`src/rtl/pc_register_pkg.sv`:
```
// Shared definitions for the outel-8227 program counter datapath.
package pc_register_pkg;

    // FSM states; PC_FIXUP only exists when PC_PAGE_FIXUP_EN is defined.
    typedef enum logic {
        PC_IDLE  = 1'b0,
        PC_FIXUP = 1'b1
    } pc_state_e;

    localparam logic [15:0] RESET_PC_DEFAULT = 16'h0000;

    // One page is the span addressed by PCL alone.
    localparam int unsigned PAGE_SIZE = 256;
    localparam int unsigned PAGE_BITS = $clog2(PAGE_SIZE);

endpackage

```
`src/rtl/pc_register_branch_offset_adder.sv`:
```
// Branch low-byte adder: adds a two's-complement offset to PCL and
// reports whether the result left the current page, and in which direction.
import pc_register_pkg::*;

module branch_offset_adder (
    input  logic [PAGE_BITS-1:0] pcl_i,
    input  logic [PAGE_BITS-1:0] offset_i,
    output logic [PAGE_BITS-1:0] sum_o,
    output logic                 cross_o,
    output logic                 dec_o
);

    logic [PAGE_BITS:0] sum_full;
    logic               offset_neg;

    assign sum_full   = {1'b0, pcl_i} + {1'b0, offset_i};
    assign offset_neg = offset_i[PAGE_BITS-1];
    assign sum_o      = sum_full[PAGE_BITS-1:0];
    // Positive offset with carry, or negative offset without carry, leaves the page.
    assign cross_o    = offset_neg ^ sum_full[PAGE_BITS];
    assign dec_o      = offset_neg;

endmodule

```
`src/rtl/pc_register.sv`:
```
// Architectural 16-bit program counter with byte loads, incrementer step and
// relative branches. Optional macro PC_PAGE_FIXUP_EN: a page-crossing branch
// takes an extra FIXUP cycle to adjust PCH (6502 timing); otherwise PCH is
// corrected in the same cycle and busy is tied low.
import pc_register_pkg::*;

module pc_register #(
    parameter logic [15:0] RESET_PC = RESET_PC_DEFAULT
) (
    input  logic       clk,
    input  logic       nrst,
    input  logic       step,
    input  logic [7:0] next_low,
    input  logic [7:0] next_high,
    input  logic       load_low,
    input  logic       load_high,
    input  logic       branch,
    input  logic [7:0] data_bus,
    output logic [7:0] pc_low,
    output logic [7:0] pc_high,
    output logic       busy,
    output logic       page_cross
);

    logic [7:0] pcl_q, pcl_d;
    logic [7:0] pch_q, pch_d;
    logic       page_cross_q, page_cross_d;

    logic [7:0] br_sum;
    logic       br_cross;
    logic       br_dec;

`ifdef PC_PAGE_FIXUP_EN
    pc_state_e  state_q, state_d;
    logic       fix_dec_q, fix_dec_d;
`endif

    branch_offset_adder u_branch_offset_adder (
        .pcl_i    (pcl_q),
        .offset_i (data_bus),
        .sum_o    (br_sum),
        .cross_o  (br_cross),
        .dec_o    (br_dec)
    );

    // Next-state: FIXUP adjust, else load > branch > step > hold.
    always_comb begin
        pcl_d        = pcl_q;
        pch_d        = pch_q;
        page_cross_d = 1'b0;
`ifdef PC_PAGE_FIXUP_EN
        state_d      = state_q;
        fix_dec_d    = fix_dec_q;
        if (state_q == PC_FIXUP) begin
            // All commands are ignored while the high byte is corrected.
            pch_d   = fix_dec_q ? (pch_q - 8'd1) : (pch_q + 8'd1);
            state_d = PC_IDLE;
        end else
`endif
        if (load_low || load_high) begin
            if (load_low) begin
                pcl_d = data_bus;
            end
            if (load_high) begin
                pch_d = data_bus;
            end
        end else if (branch) begin
            pcl_d        = br_sum;
            page_cross_d = br_cross;
            if (br_cross) begin
`ifdef PC_PAGE_FIXUP_EN
                state_d   = PC_FIXUP;
                fix_dec_d = br_dec;
`else
                // PCH +/-1 on a crossing equals the full sign-extended 16-bit add.
                pch_d = br_dec ? (pch_q - 8'd1) : (pch_q + 8'd1);
`endif
            end
        end else if (step) begin
            pcl_d = next_low;
            pch_d = next_high;
        end
    end

    // State registers; reset aborts any pending fixup.
    always_ff @(posedge clk or negedge nrst) begin
        if (!nrst) begin
            pcl_q        <= RESET_PC[7:0];
            pch_q        <= RESET_PC[15:8];
            page_cross_q <= 1'b0;
`ifdef PC_PAGE_FIXUP_EN
            state_q      <= PC_IDLE;
            fix_dec_q    <= 1'b0;
`endif
        end else begin
            pcl_q        <= pcl_d;
            pch_q        <= pch_d;
            page_cross_q <= page_cross_d;
`ifdef PC_PAGE_FIXUP_EN
            state_q      <= state_d;
            fix_dec_q    <= fix_dec_d;
`endif
        end
    end

    assign pc_low     = pcl_q;
    assign pc_high    = pch_q;
    assign page_cross = page_cross_q;
`ifdef PC_PAGE_FIXUP_EN
    assign busy       = (state_q == PC_FIXUP);
`else
    assign busy       = 1'b0;
`endif

endmodule

```
`config.mk`:
```
export PLATFORM = sky130hd
export DESIGN_NAME = pc_register
export DESIGN_NICKNAME = d
export VERILOG_FILES = /design/src/rtl/pc_register_pkg.sv /design/src/rtl/pc_register_branch_offset_adder.sv /design/src/rtl/pc_register.sv
export SDC_FILE = /design/constraint.sdc
export NUM_CORES = 1
export LEC_CHECK = 0
export ABC_AREA = 1
export BUFFER_PORTS_ARGS = -buffer_cell sky130_fd_sc_hd__buf_2
export CORE_MARGIN = 4
export CORE_UTILIZATION = 48
export DETAILED_ROUTE_END_ITERATION = 10
export HOLD_SLACK_MARGIN = 0.08
export PLACE_DENSITY = 0.77
export SYNTH_ARGS = -nofsm -noshare
export SYNTH_HDL_FRONTEND = slang
export SYNTH_SLANG_ARGS = --single-unit
```
`constraint.sdc`:
```
create_clock -name clk -period 2 [get_ports clk]
set_clock_uncertainty 0.2 [all_clocks]
set_input_delay 0.3 -clock clk [delete_from_list [all_inputs] [get_ports clk]]
set_output_delay 0.3 -clock clk [all_outputs]
set_load 0.1 [all_outputs]
```
Yosys cells after proc, flatten, opt, wreduce, memory -nomap -nowiden --
Index checks and enable logic that the tools add are counted.
Word-level totals: register bits 17, bits of input ports 30, output and inout bits 18, word-level logic and storage cells 26
Operators by class: $add $sub $neg 3, equality and inequality tests 3, muxes and demuxes 12, bitwise operators 1, reduce and logical (&&, ||, !) cells 4
Operators with widths (number):
- two-way mux 8 bit | 10
- adder 8 x 8 -> 9 bit | 1
- adder 8 x 1 -> 8 bit, second input constant | 1
- subtractor 8 x 1 -> 8 bit, second input constant | 1
- inequality test 2 bit, second input constant | 2
- inequality test 3 x 1 -> 1 bit, second input constant | 1
- AND reduction 3 bit | 1
- nonzero test 3 bit | 1
- two-way mux 1 bit | 2
- AND reduction 2 bit | 1
- logical OR 1 bit | 1
- bitwise XOR 1 bit | 1

Depth between registers and ports, before layout --
word-level depth 5, depth in mapped cells 14, mapped depth without buffers 14

Modules after synthesis --
A second synthesis with hierarchy kept.
Unflattened totals: cell total of the unflattened synthesis 270, area, all modules 1732.9 sq um
By module, submodules not included:
- pc_register | times used 1, cells an instance 194, area each 1315.0 sq um, sequential area each 425.4 sq um
- branch_offset_adder | times used 1, cells an instance 76, area each 417.9 sq um, sequential area each 0.0 sq um

Least setup slack after synthesis --
OpenSTA, ideal clock, no wires.
path type reg-to-reg, from reg pcl_q[0] (netlist: pc_low[0]), to reg pch_q[2] (netlist: pc_high[2]), setup time 0.121 ns, arrival time 2.376 ns, data required time 1.679 ns, slack -0.697 ns, cell stages (with the launch flop) 14, path buffers 0, clock period less this slack 2.697 ns, path through dfrtp_1 -> ha_1 -> inv_1 -> fa_1 -> inv_1 -> nand2_1 -> nand2_1 -> nand3_1 -> nand3_1 -> nand3_2 -> nand2_4 -> nand2_4 -> nand2_1 -> nand2_1
Between the ends: longest elaborated chain between the ends 4
RTL lines:
- start: declaration | line pc_register.sv:25 | logic [7:0] pcl_q, pcl_d;
- start signal: assignment | line pc_register.sv:88 | pcl_q <= RESET_PC[7:0];
- start signal: assignment | line pc_register.sv:96 | pcl_q <= pcl_d;
- adder 8 x 8 -> 9 bit | line pc_register_branch_offset_adder.sv:16 | assign sum_full = {1'b0, pcl_i} + {1'b0, offset_i};
- bitwise XOR 1 bit | line pc_register_branch_offset_adder.sv:20 | assign cross_o = offset_neg ^ sum_full[PAGE_BITS];
- inequality test 3 x 1 -> 1 bit (no line)
- AND reduction 3 bit (no line)
- end signal: assignment | line pc_register.sv:89 | pch_q <= RESET_PC[15:8];
- end signal: assignment | line pc_register.sv:97 | pch_q <= pch_d;
- end: declaration | line pc_register.sv:26 | logic [7:0] pch_q, pch_d;
No other way between the ends. A chain may end at the register's enable or synchronous reset.

Worst setup path in the final report --
from reg pcl_q[0] (netlist: pc_low[0]), to reg pch_q[0] (netlist: pc_high[0])
The elaborated chain is that of the path after synthesis.

==> impl_metrics.yaml <==
worst_hold_path:
  whs_path_depth: 3
  worstHoldStart: "data_bus[1]"
  hp-class: "primary input to flip-flop"
  hold_end: "pc_low[1]"
floorplan:
  io_pins: 48
  die_w_um: 67.9
  die_area_sq_mm: 0.00462
  row_count: 21
  initial_utilization_pct: 50.9
  core-area_sq_mm: 0.00339
  die_h_um: 67.9
cells_and_area:
  final_core_util_pct: 68.3
  final-seq-area_sq_um: 462
  layout_commonest_cell: "nand2_1"
  fin_nets: 384
  antenna_cells: 0
  drive_gt1_share_pct: 34.1
  multi_input_area_sq_mm: 0.00128
  layout-area-overhead-vs-synth_pct: 34.3
  final_cell_mix: "73 x nand2_1, 46 x buf_2, 43 x nor2_1, 26 x inv_1, 21 x nand3_1"
  fillers: 300
place:
  io_buffers: 46
  place_congestion: 0.877
  dp_hpwl_um: 3600
logic_synthesis:
  syn_area_sq_mm: 0.00172
  yosys_most_used_dff: "dfrtp_1"
  yosysSeqAreaShare_pct: 24.7
  syn_avg_cell_area_sq_um: 6.32
  synth_area_leaders: "dfrtp_1 25%, nand2_1 17%, ha_1 10%"
  yosysTopAreaCell: "dfrtp_1"
  ys_ff_latch: 17
  ys_warn_count: 0
  ys_async_sr_fraction_pct: 100
  synth_top_area_share_pct: 24.7
  netlist_instances: 273
  synth_edf_count: 0
  syn_nets: 319
  synth_cell_types: 31
drt:
  wl_per_cell_um: 12.1
  maxUsedRoutingLayer: "met4"
  vias: 1910
  routed_wl_um: 4630
  ant_nets: 0
  drc: 0
  dr.pass1.iters: 4
  routed-wl-met2_um: 2260
  met1_length_um: 2170
  vias_per_cell: 4.99
  met3_length_um: 178
  drtIter0Drc: 145
sta:
  setup_viol: 8
  slew_headroom_pct: 66.0
  drv_slew: 0
  worst_slew_pin_slew_ns: 0.508
  period_needed_ns: 2.04
  hold_viol_final: 0
  rsz0062_at_grt: "true"
  timing.final.crit_share_pct: 102
  final.setup.tns_ns: -0.308
  fin_ws_ns: -0.0447
  fmax_ghz: 0.489
global_route:
  grt_max_degree: 19
  grtUsageTotal_pct: 21.9
  grt_pass1_wl_um: 7810
  grt_pass1_vias: 1799
  antenna_found_initial: 0
  gr-total-overflow: 0
clocking:
  clk_pin_slew_ns: 0.10
  cts_tree: "done"
  cts.sinks: 17
  ctsHtreeMaxLevel: 1
  root_buffer: "clkbuf_4"
  numCtsBuffers: 3
  worstSkewPairLatency_ns: 0.29
  clockBufferDepth: 2
critical_path:
  cp-start-kind: "flip-flop"
  crit_path_max_incr_delay_ns: 0.44
  path_cells: "ha_4 > inv_2 > fa_2 > inv_2 > nand2_2 > nand2_2 > nand3_2 > nand3_2 > nand3_4 > nand2_8 > nand2_8 > nand2_1 > nand2_1"
  reg2regPathDepth: 13
  r2r-end: "pc_high[0]"
  worstReg2RegStart: "pc_low[0]"
  crit_type: "flip-flop to flip-flop"
  cp_slowest_cell: "dfrtp_4"
  rrSetupSlack_ns: -0.04
  crit_family: "simple AND/OR/NAND/NOR gates"
  end_kind: "flip-flop"
  path_max_fanout: 8
  critPathBufInv: 2
  cp_data_arrival_time_ns: 2.03
  cp.required_ns: 1.98
power_and_ir_drop:
  seqPwrFrac_pct: 26.1
  sw_frac_of_total_pct: 52.5
  power_density_mw_per_mm2: 748
  p_leak_nw: 1.22
  p_int_uw: 823
  power.share.clock_pct: 10.9
  p_switching_uw: 909
  pwr-share-comb_pct: 63.0
  peakVddDrop_v: 0.000481
run:
  max_cap_viol_count: 0
outcome:
  status: "complete, but fails checks"
  violations: "setup timing"
-- flip-flops by register name, summed over array words and instances (netlist names) --
signal / count
pc_low: 8
page_cross: 1
pc_high: 8
-- routing by layer --
layer  global-route usage (%)  up-vias
li1                         -     1004
met1                     30.2      869
met2                     36.5       35
met3                     2.30        2
met4                     5.21        0
met5                        0        -
-- cell usage after synthesis (4+ instances only) --
master   number
nand3_1      24
buf_2         4
o21ai_0      12
xnor2_1       4
nor2_1       43
nand2_1      80
a21oi_1      18
dfrtp_1      17
inv_1        28
ha_1         14
or2_2         4
-- how the worst max path moves through the flow --
stage | end | start | cells after the start | slack [ns]
floorplan | pc_high[7] | pc_low[0] | 13 | -0.17
global placement | pc_high[3] | data_bus[7] | 12 | -0.07
detailed placement | pc_high[2] | data_bus[7] | 12 | -0.08
CTS | pc_high[2] | pc_low[0] | 14 | -0.07
global route | pc_high[0] | pc_low[0] | 14 | -0.17
finish | pc_high[0] | pc_low[0] | 13 | -0.04
-- logic make-up (layout without fill, tap and decap cells) --
kind of cell	after synthesis	count (layout)	share of synthesized area, %
flip-flops	17	17	24.7
AND/OR/NAND/NOR	162	163	40.7
AO/OA/AOI/OAI	37	37	11.5
XOR/XNOR	4	4	2.03
other	1	1	0.217
adder cells (fa/ha/maj)	16	16	12.5
buffers and inverters	36	99	8.34
-- metrics by stage --
stage | cell area, sq um | setup WS, ns | cells | hold slack [ns] | total power, mW
2_1_floorplan | 1790 | -0.171 | 273 | -0.196 | 1.24
3_3_place_gp | 2170 | -0.0677 | 376 | 0.0552 | 1.47
3_5_place_dp | 2170 | -0.0813 | 376 | 0.0558 | 1.49
4_1_cts | 2230 | -0.0678 | 382 | 0.115 | 1.69
5_1_grt | 2320 | -0.170 | 383 | 0.117 | 1.87
6_report | 2320 | -0.0447 | 383 | 0.110 | 1.73
-- final cells by class --
type                       count  area share [%]
inverter                      30            4.86
sequential                    17            19.9
timing repair buffer          65            16.2
tap                           46            2.49
multi-input combinational    221            55.4
clock buffer                   4            1.13
-- tightest hold or removal path: stages --
cell and delay [ns]:
buf_2 0.11, nand2_1 0.08, a31oi_1 0.07
-- power by group through the flow --
| stage | Combinational [mW] | Sequential, mW | Clock, mW |
|---|---|---|---|
| 2_1_floorplan | 0.445 | 0.793 | 0 |
| 3_3_place_gp | 1.02 | 0.455 | 0 |
| 3_5_place_dp | 1.03 | 0.455 | 0 |
| 4_1_cts | 1.05 | 0.448 | 0.193 |
| 5_1_grt | 1.19 | 0.458 | 0.216 |
| 6_report | 1.09 | 0.452 | 0.189 |
-- timing repair --
action	4_1_cts	5_1_grt
cloned	1	0
gates resized for setup	3	16
endpoints found under the setup margin	8	13
pin swaps	0	6
buffers inserted	0	1
endpoints found under the hold margin	17	0
hold buffers	1	0
Power figures use the tool's default switching activity.
